### config.mk
export PLATFORM = sky130hd
export DESIGN_NAME = prog_loader
export DESIGN_NICKNAME = d
export VERILOG_FILES = /design/src/rtl/prog_loader.sv
export SDC_FILE = /design/constraint.sdc
export NUM_CORES = 1
export LEC_CHECK = 0
export ABC_CLOCK_PERIOD_IN_PS = 8000
export BUFFER_PORTS_ARGS = -buffer_cell sky130_fd_sc_hd__buf_2
export CAP_MARGIN = 20
export CORE_ASPECT_RATIO = 1.75
export CORE_UTILIZATION = 30
export CTS_CLUSTER_DIAMETER = 150
export DETAILED_ROUTE_END_ITERATION = 12
export PLACE_DENSITY = 0.47
export REMOVE_ABC_BUFFERS = 1
export SYNTH_ARGS = -nofsm -noshare
export SYNTH_HDL_FRONTEND = slang
export SYNTH_SLANG_ARGS = --single-unit
### constraint.sdc
create_clock -name CLK -period 8 [get_ports CLK]
set_input_delay 2.4 -clock CLK [delete_from_list [all_inputs] [get_ports CLK]]
set_output_delay 2.4 -clock CLK [all_outputs]
set_load 0.01 [all_outputs]
### src/rtl/prog_loader.sv
// Boot-time program loader for the TTM4 core: takes a framed byte stream
// (count, low/high byte pairs, checksum) and writes 15-bit words into program memory.
module prog_loader (
    input  logic        CLK,
    input  logic        RST,
    input  logic        START,
    input  logic [7:0]  RX_DATA,
    input  logic        RX_VALID,
    output logic        RX_READY,
    output logic        WR_EN,
    output logic [7:0]  WR_ADDR,
    output logic [14:0] WR_DATA,
    output logic        CPU_RST,
    output logic        BUSY,
    output logic        DONE,
    output logic        ERR
);

    typedef enum logic [2:0] {
        S_IDLE,
        S_LEN,
        S_LO,
        S_HI,
        S_WRITE,
        S_CSUM,
        S_DONE,
        S_ERROR
    } state_t;

    state_t      state;
    state_t      next_state;

    logic [8:0]  remaining;
    logic [7:0]  address;
    logic [7:0]  sum;
    logic [7:0]  lo_byte;
    logic [7:0]  sum_next;
    logic        xfer;
    logic        session_start;

    assign xfer          = RX_VALID & RX_READY;
    assign sum_next      = sum + RX_DATA;
    assign session_start = START & ((state == S_IDLE) | (state == S_DONE) | (state == S_ERROR));

    always_comb begin
        next_state = state;
        case (state)
            S_IDLE, S_DONE, S_ERROR: begin
                if (START) next_state = S_LEN;
            end
            S_LEN: begin
                if (xfer) next_state = S_LO;
            end
            S_LO: begin
                if (xfer) next_state = S_HI;
            end
            S_HI: begin
                if (xfer) next_state = S_WRITE;
            end
            S_WRITE: begin
                // remaining still holds the pre-decrement count here
                next_state = (remaining == 9'd1) ? S_CSUM : S_LO;
            end
            S_CSUM: begin
                if (xfer) next_state = (sum_next == 8'h00) ? S_DONE : S_ERROR;
            end
            default: next_state = S_IDLE;
        endcase
    end

    // Outputs are registered from the next state so they line up with the state register.
    always_ff @(posedge CLK) begin
        if (RST) begin
            state    <= S_IDLE;
            RX_READY <= 1'b0;
            WR_EN    <= 1'b0;
            BUSY     <= 1'b0;
            DONE     <= 1'b0;
            ERR      <= 1'b0;
            CPU_RST  <= 1'b1;
        end else begin
            state    <= next_state;
            RX_READY <= (next_state == S_LEN) | (next_state == S_LO) |
                        (next_state == S_HI)  | (next_state == S_CSUM);
            WR_EN    <= (next_state == S_WRITE);
            BUSY     <= (next_state == S_LEN)   | (next_state == S_LO)   |
                        (next_state == S_HI)    | (next_state == S_WRITE) |
                        (next_state == S_CSUM);
            DONE     <= (next_state == S_DONE);
            ERR      <= (next_state == S_ERROR);
            CPU_RST  <= (next_state != S_DONE);
        end
    end

    always_ff @(posedge CLK) begin
        if (RST) begin
            remaining <= 9'd0;
            address   <= 8'h00;
            sum       <= 8'h00;
            lo_byte   <= 8'h00;
            WR_ADDR   <= 8'h00;
            WR_DATA   <= 15'd0;
        end else if (session_start) begin
            sum     <= 8'h00;
            address <= 8'h00;
        end else begin
            case (state)
                S_LEN: begin
                    if (xfer) begin
                        remaining <= (RX_DATA == 8'h00) ? 9'd256 : {1'b0, RX_DATA};
                        sum       <= sum_next;
                    end
                end
                S_LO: begin
                    if (xfer) begin
                        lo_byte <= RX_DATA;
                        sum     <= sum_next;
                    end
                end
                S_HI: begin
                    // The high byte's MSB only contributes to the checksum.
                    if (xfer) begin
                        WR_DATA <= {RX_DATA[6:0], lo_byte};
                        WR_ADDR <= address;
                        sum     <= sum_next;
                    end
                end
                S_WRITE: begin
                    address   <= address + 8'h01;
                    remaining <= remaining - 9'd1;
                end
                S_CSUM: begin
                    if (xfer) sum <= sum_next;
                end
                default: begin
                end
            endcase
        end
    end

endmodule

# --- Word level (Yosys, flattened, before mapping) ---
# Index checks and enable logic that the tools add are counted.
word_totals:
  in_bits: 12
  output_inout_bits: 29
  wordCells: 65
  reg_bits: 65
classes:
  addsub: 3
  n_bitwise: 10
  n_mux: 11
  reduce_logical: 11
  eq_ne: 17
ops:
  columns: ["op", "n"]
  rows:
  - ["== test 3 bit (second input constant)", 8]
  - ["two-way mux 3 bit", 6]
  - ["two-way mux 9 bit", 2]
  - ["case mux 3 bit (6 select lines)", 1]
  - ["case mux 9 bit (2 select lines)", 1]
  - ["logical NOT 8 bit", 2]
  - ["== test 3 x 2 -> 1 bit (second input constant)", 4]
  - ["== test 9 x 1 -> 1 bit (second input constant)", 1]
  - ["AND reduction 3 bit", 3]
  - ["subtractor 9 x 1 -> 9 bit (second input constant)", 1]
  - ["adder 8 x 1 -> 8 bit (second input constant)", 1]
  - ["adder 8 bit", 1]
  - ["OR 1 bit", 7]
  - ["== test 3 x 1 -> 1 bit (second input constant)", 2]
  - ["OR reduction 4 bit", 1]
  - ["logical NOT 3 bit", 1]
  - ["inequality test 3 bit (second input constant)", 1]
  - ["OR reduction 3 bit", 1]
  - ["AND 1 bit", 2]
  - ["inequality test 2 bit (second input constant)", 1]
  - ["AND reduction 2 bit", 1]
  - ["nonzero test 2 bit", 1]
  - ["OR reduction 2 bit", 1]
  - ["two-way mux 1 bit", 1]
  - ["inverter 1 bit", 1]

# --- Logic depth before layout (Yosys ltp) ---
# Gate-level depths: netlist of the first run.
depth:
  ltp_word: 10
  mapped_depth: 9
  ltp_nobuf: 8

# --- Worst setup path after synthesis of the first run ---
# OpenSTA, ideal clock, no wires.
synth_path:
  kind: "in2reg"
  startpoint: "in RX_DATA[0]"
  endpoint: "reg WR_EN"
  setup_ps: 61
  path_buffers: 0
  t_arrival_ps: 4752
  required_ps: 7939
  stages: 7
  path_slack_ps: 3187
  cell_sequence: "ha_1 -> fa_1 -> xor2_1 -> or4_1 -> or4b_1 -> o41ai_2 -> and3_1"
synth_via:
  elab_chain_len: 6
synth_rtl:
  columns: ["element", "line", "source"]
  rows:
  - ["from (decl)", "7", "input logic [7:0] RX_DATA,"]
  - ["adder 8 bit", "42", "assign sum_next = sum + RX_DATA;"]
  - ["logical NOT 8 bit", "65", "if (xfer) next_state = (sum_next == 8'h00) ? S_DONE : S_ERROR;"]
  - ["two-way mux 1 bit", "65", null]
  - ["two-way mux 3 bit", "65", null]
  - ["case mux 3 bit (6 select lines)", "47", "case (state)"]
  - ["== test 3 bit", "85", "WR_EN <= (next_state == S_WRITE);"]
  - ["to (signal assigned)", "85", null]
  - ["to (decl)", "10", "output logic WR_EN,"]
# Every way passes these cells.
# A chain may end at the register's enable or synchronous reset.

# --- Worst setup path after layout of the first run ---
# Same ends and word-level chain as after synthesis.

==> results of run 1 <==
## cells in the mapped netlist, drive strengths merged, types with 6 or more instances
master / instances
a21oi: 31
clkbuf: 16
dfxtp: 65
ha: 10
xor2: 9
nand2: 66
mux2i: 15
nand3: 6
nor2: 44
a22oi: 6
o21ai: 19
## metrics by stage
stage | worst slack, ps | utilization | std cells | hold slack (ps)
5_1_grt | 2947 | 0.3693 | 526 | 464.3
4_1_cts | 3036 | 0.3693 | 526 | 450.5
3_3_place_gp | 2740 | 0.3391 | 511 | 438.8
3_5_place_dp | 2700 | 0.3391 | 511 | 443.0
2_1_floorplan | 3187 | - | 344 | 425.5
6_report | 3042 | 0.3693 | 526 | 448.4
## final cells by class
class                      instances  area, um2  share of cell area
sequential                        65       1301              0.3578
multi-input combinational        274       1648              0.4530
timing repair buffer              42      215.2             0.05917
inverter                           5      18.77            0.005160
clock inverter                     2      37.54             0.01032
clock buffer                      13      260.3             0.07155
tap                              125      156.4             0.04300
## cells by family after synthesis
family | after synthesis | synth area share
mux | 15 | 0.04926
simple gates | 151 | 0.2225
buf+inv | 24 | 0.03243
xor+xnor | 14 | 0.04516
compound gates | 83 | 0.1761
fa+ha+maj | 11 | 0.04762
flops | 65 | 0.4269
## path summary, 6_finish.rpt
kind,to,slack [ps],depth (start not counted)
worst min-delay path,WR_DATA[4],450,2
worst max-delay path,WR_EN,3040,8
worst min register to register,WR_DATA[4],450,2
worst max register to register,WR_EN,4970,7
## power by group through the flow
stage / clock, W / combinational [W] / sequential [W]
2_1_floorplan: 0 / 0.000211 / 0.000394
3_3_place_gp: 0 / 0.000287 / 0.000402
3_5_place_dp: 0 / 0.000288 / 0.000403
4_1_cts: 0.000405 / 0.000289 / 0.000396
5_1_grt: 0.000425 / 0.000324 / 0.000403
6_report: 0.000395 / 0.000286 / 0.000397
## state kept, by name, summed over array words and instances (netlist names)
register,flops
DONE,1
WR_EN,1
sum,8
RX_READY,1
ERR,1
WR_DATA,15
WR_ADDR,8
CPU_RST,1
lo_byte,8
address,8
remaining,9
BUSY,1
state,3
## critical path, cell delays in order
cell     delay (ps)
buf_2           140
ha_1            240
fa_1            430
xor2_1          190
or4_1           410
or4b_1          560
o41ai_2         630
and3_1          240
## metal layers
| metal | global-route usage | vias up | part of all wire |
|---|---|---|---|
| met5 | 0 | - | 0 |
| li1 | - | 1326 | - |
| met3 | 0.04377 | 19 | 0.030 |
| met2 | 0.2714 | 40 | 0.52 |
| met1 | 0.1678 | 1238 | 0.42 |
| met4 | 0.09774 | 0 | 0.037 |
==> results.md, run 1 <==
* Status: completed
* Max-capacitance violation count at 0
* Root buffer selected by CTS: clkbuf_16
* Detailed-route wire length at 7536 um
* Power share of the sequential group at 0.368
* Internal Pwr Total at 0.0007247 W
* Required time of the critical path at 8280 ps
* Clock Tree Buf Depth at 2
* Logic gate share of total power at 0.265
* Number of distinct standard cells referenced by the synthesized netlist at 53
* Share of final-layout standard cells stronger than drive strength 1 at 0.1596
* Power density over cell area at 296.2 mW/mm2
* Crit path time final at 4958 ps
* Top-level I/O count at 41
* Vias in the first global route at 2537
* Dominant cell type by area after synthesis: dfxtp_1
* Most used cells in the layout excluding fill and tap cells: dfxtp_1, nand2_1, nor2_1, buf_2, a21oi_1
* Predominant post-synthesis flop cell: dfxtp_1
* Final hold viol count at 0
* Synthesized cell area at 0.003048 mm2
* Kind of end point of the critical path: flop
* Slew at the pin closest to its max-slew limit at 1071 ps
* Gate count after technology mapping at 363
* Post-CTS sizing at 0
* Worst setup path class: in2reg
* Routed vias at 2623
* Count of fill cells added during filler insertion at 1051
* Beginning of the worst hold path: WR_DATA[4]
* Number of DRC markers after the initial detailed-route iteration at 168
* Synthesized flop and latch total at 65
* Antenna-violating nets left at 0
* Leak Pwr at 1.499 nW
* Mean instance size in the synthesized netlist at 8.396 um2
* Remaining global-route overflow at 0
* Placed cell areas at 0.003339 mm2
* Worst relative slew slack at 0.2837
* Number of warnings reported in the yosys synthesis log at 0
* Async set-reset flop share out of synthesis at 0
* Antenna Diode Count at 0
* Final HPWL DP at 5263 um
* Reg-to-Reg Start: sum[0]
* TritonRoute pass-1 iters at 6
* Final Power at 0.001077 W
* Total clock sinks at 65
* Highest Clock Rate at 201.7 MHz
* Part of the cycle the worst path needs at 0.6198
* Clock-pin slew of the registers on the worst-case setup and hold paths at 50 ps
* CTS Buf Count at 9
* Number of synthesized flops with an enable pin at 0
* Hold buffer count at CTS at 0
* Switching share of power at 0.3273
* Die width at 78.20 um
* NetSw at 0.0003526 W
* Number of setup violations in the final report at 0
* Die Y at 135.3 um
* Largest net degree at the start of global routing at 48
* Final estimated routing congestion in global placement at 0.7723
* Clock latency of the later-clocked register in the worst-skew pair at 330 ps
* Area overhead of the layout relative to synthesis at 19.34%
* Core area at 0.009849 mm2
* Most area-consuming cells after synthesis: dfxtp_1, nand2_1, nor2_1, a21oi_1, mux2i_1
* Clock share of power at 0.366
* TritonCTS clock tree: done
* Sequential fraction of the synthesis area at 0.4269
* Final Max Slew Viols at 0
* Effective utilization at floorplan at 0.3095
* Biggest fanout along the worst timing path at 5
* Data arrival time at the worst-slack endpoint at 5240 ps
* Sum of negative setup slack at 0 ps
* Final Net Count at 420
* Number of vias per cell at 4.987
* Hold Path Class: reg2reg
* Global-route wire length before repair at 12420 um
* Peak ir drop on the vdd network at 119.6 uV
* Number of port buffers at 40
* Startpoint class of the critical path: input port
* Unrepaired setup endpoints after global routing: false
* Mean routed wirelength per cell at 14.33 um
* Number of design rule violations left after detail routing at 0
* H-tree depth at 3
* # rows at 48
* Initial antenna violation count at 0
* Final design instance area without fill at 0.003637 mm2
* GRT Total Usage at 0.1575
* Clock Skew at 4.654 ps
* Crit path launch: RX_DATA[0]
* Total die area at 0.01058 mm2
* Yosys top cell area share at 0.4269
* Count of buffers added by post-CTS timing repair for setup at 0
(Power assumes the default switching activity.)
==> run 2: changes to the inputs <==
ABC_AREA = 1   (was not set)
ABC_CLOCK_PERIOD_IN_PS = 4200   (was 8000)
PLACE_DENSITY = 0.49   (was 0.47)
clock period = 4.2 ns   (was 8 ns; I/O delays follow)
==> results.md, run 2 <==
* Core area at 0.01024 mm2
* Mean instance size in the synthesized netlist at 7.269 um2
* Hold buffer count at CTS at 0
* Largest net degree at the start of global routing at 34
* Final Net Count at 493
* Footprint of the multi-input gates at 0.001545 mm2
* Clock latency of the later-clocked register in the worst-skew pair at 340 ps
* Sequential standard cell area at 0.001301 mm2
* Vias in the first global route at 2782
* GRT Total Usage at 0.1608
* H-tree depth at 3
* Clock Skew at 4.347 ps
* Number of vias per cell at 4.698
* Antenna Diode Count at 0
* Setup slack after layout at 1405 ps
* Total clock sinks at 65
* Reg-to-Reg Start: state[2]
* Reg2Reg Capture Point: BUSY
* Number of synthesized flops with an enable pin at 0
* Startpoint class of the critical path: input port
* Largest regs: WR_DATA x15, remaining x9
* Pre-CTS worst setup slack at 1055 ps
* Max-capacitance violation count at 0
* Root buffer selected by CTS: clkbuf_16
* Count of fill cells added during filler insertion at 1080
* Worst relative slew slack at 0.4289
* Clock-pin slew of the registers on the worst-case setup and hold paths at 60 ps
* Worst Hold Depth at 2
* Die width at 79.25 um
* Peak ir drop on the vdd network at 233.3 uV
* Gate count after technology mapping at 431
* Most common cell after layout, fill and taps aside: nor2_1
* Beginning of the worst hold path: address[7]
* # rows at 49
* Synthesized cell area at 0.003133 mm2
* Most numerous cell types in the synthesized netlist: nor2_1, nand2_1, dfxtp_1
* Async set-reset flop share out of synthesis at 0
* Status: completed
* Depth of the most critical reg-to-reg path at 10
* Global-route wire length before repair at 13100 um
* Number of distinct standard cells referenced by the synthesized netlist at 31
* Dominant cell type by area after synthesis: dfxtp_1
* Antenna-violating nets left at 0
* Leak Pwr at 1.799 nW
* Largest reg by FF count: WR_DATA
* Slew at the pin closest to its max-slew limit at 855.8 ps
* Sequential fraction of the synthesis area at 0.4153
* Most used cells in the layout excluding fill and tap cells: nor2_1, nand2_1, dfxtp_1, inv_1, o21ai_0
* Data arrival time at the worst-slack endpoint at 3010 ps
* Number of warnings reported in the yosys synthesis log at 0
* Die Y at 137.2 um
* Number of port buffers at 40
* Category of cells accounting for the largest share of critical-path delay: simple AND/OR/NAND/NOR gates
* Power density over cell area at 590.2 mW/mm2
* CTS Buf Count at 9
* Part of the cycle the worst path needs at 0.6654
* Predominant post-synthesis flop cell: dfxtp_1
* Final Max Slew Viols at 0
* Synthesized flop and latch total at 65
* Mean routed wirelength per cell at 13.27 um
* End point of the worst hold path: address[7]
* Worst setup path class: in2reg
* Clock Tree Buf Depth at 2
* Area overhead of the layout relative to synthesis at 19.41%
* Number of setup violations in the final report at 0
* Number of DRC markers after the initial detailed-route iteration at 140
* Initial antenna violation count at 0
* Crit-path cells: buf_2, ha_1, fa_1, nand2_1, nand3_1, nand3_1, nand2_1, nand2_1, nand2_1, nor2_1, nand2_1, nand2_1, nand2_1, nor2_2, nand3_1
* Hold Path Class: reg2reg
* Most area-consuming cells after synthesis: dfxtp_1, nor2_1, nand2_1, o21ai_0, a21oi_1
* Highest-delay cell along the critical path: fa_1
* Slack of the worst reg-to-reg path at 2090 ps
* Final hold viol count at 0
* Final Power at 0.002208 W
* Required time of the critical path at 4420 ps
* Total die area at 0.01087 mm2
* Number of design rule violations left after detail routing at 0
* Biggest fanout along the worst timing path at 5
* Number of buffer and inverter instances along the worst setup path at 1
* TritonCTS clock tree: done
* Post-CTS sizing at 0
* Crit path time final at 2795 ps
* Unrepaired setup endpoints after global routing: false
* Largest incremental delay on the critical path at 430 ps
* CP dominant cell by count: nand2_1
* Final HPWL DP at 5876 um
* Yosys top cell area share at 0.4153
* Remaining global-route overflow at 0
* Kind of end point of the critical path: flop
* TritonRoute pass-1 iters at 4
* Routed vias at 2828
* Effective utilization at floorplan at 0.3060
* Share of final-layout standard cells stronger than drive strength 1 at 0.1663
* Top-level I/O count at 41
* Detailed-route wire length at 7991 um
* Sum of negative setup slack at 0 ps
* Max FFs per register at 15
* Highest Clock Rate at 357.8 MHz
* Cell with the most instances after synthesis: nor2_1
* Final estimated routing congestion in global placement at 0.8516
* Count of buffers added by post-CTS timing repair for setup at 0
* Worst slack on hold paths at 459.9 ps
run 2: cell count changes after synthesis, sizes merged, moves of 5 or more:
cell,before,now
nand2,66,71
nor3,4,12
mux2i,15,0
inv,5,54
a21oi,31,39
nor2,44,73
nand3,6,21
a22oi,6,0
o21ai,19,47
nand2b,5,0
clkbuf,16,7
run 2: per-layer routing:
layer  routed length [um]  share of wire  GRT usage  up-vias
met3                  263          0.033    0.03775       20
met2                 4159           0.52     0.2874       45
met1                 3283           0.41     0.1739     1281
met4                  286          0.036    0.08182        0
li1                     -              -          -     1482
met5                    0              0          0        -
run 2: report_power, final:
part / internal (W) / leakage (nW) / switching (W) / total [W]
clock network: 0.000496 / 0.157 / 0.000286 / 0.000782
logic: 0.000227 / 1.12 / 0.000454 / 0.000680
registers: 0.000691 / 0.526 / 0.0000550 / 0.000746
run 2: worst register-to-register path, stage by stage, from the launching register on:
cell and delay [ps]:
dfxtp_1 430, inv_2 90, nand2_2 90, nor3_4 40
buf_4 230, inv_1 510, nand3_1 290, nand3_1 140
clkinv_1 90, nand2_1 60, nand2_1 40
run 2: cell families (layout without fill, tap and decap cells):
family                     count (synthesis)  count (layout)  synth area share
adders and majority gates                 11              11           0.04633
buffers and inverters                     69             113           0.09145
DFF                                       65              65            0.4153
AOI/OAI and AO/OA                         95              95            0.1633
xor gates and xnor gates                   7               7           0.01957
and+or+nand+nor                          184             184            0.2640
run 2: how the worst max path moves through the flow:
| stage | from | to | slack, ps | cells past startpoint |
|---|---|---|---|---|
| finish | RX_DATA[0] | CPU_RST | 1410 | 15 |
| global route | RX_DATA[0] | CPU_RST | 1160 | 15 |
| CTS | RX_DATA[0] | CPU_RST | 1410 | 15 |
| detailed placement | RX_DATA[0] | CPU_RST | 1050 | 15 |
| global placement | RX_DATA[0] | CPU_RST | 1070 | 15 |
| floorplan | RX_DATA[0] | CPU_RST | 1360 | 14 |
run 2: metrics by stage:
| step | util | instances | area [um2] |
|---|---|---|---|
| after CTS | 0.3654 | 602 | 3741 |
| after global routing | 0.3654 | 602 | 3741 |
| after floorplan | - | 417 | 3053 |
| final | 0.3654 | 602 | 3741 |
| after detailed placement | 0.3347 | 586 | 3427 |
| after global placement | 0.3347 | 586 | 3427 |
run 2: area by class of cell:
class                      count  share of cell area
inverter                      55             0.05518
sequential                    65              0.3478
clock inverter                 5             0.01639
clock buffer                  11             0.06756
tap                          127             0.04247
multi-input combinational    297              0.4130
timing repair buffer          42             0.05752
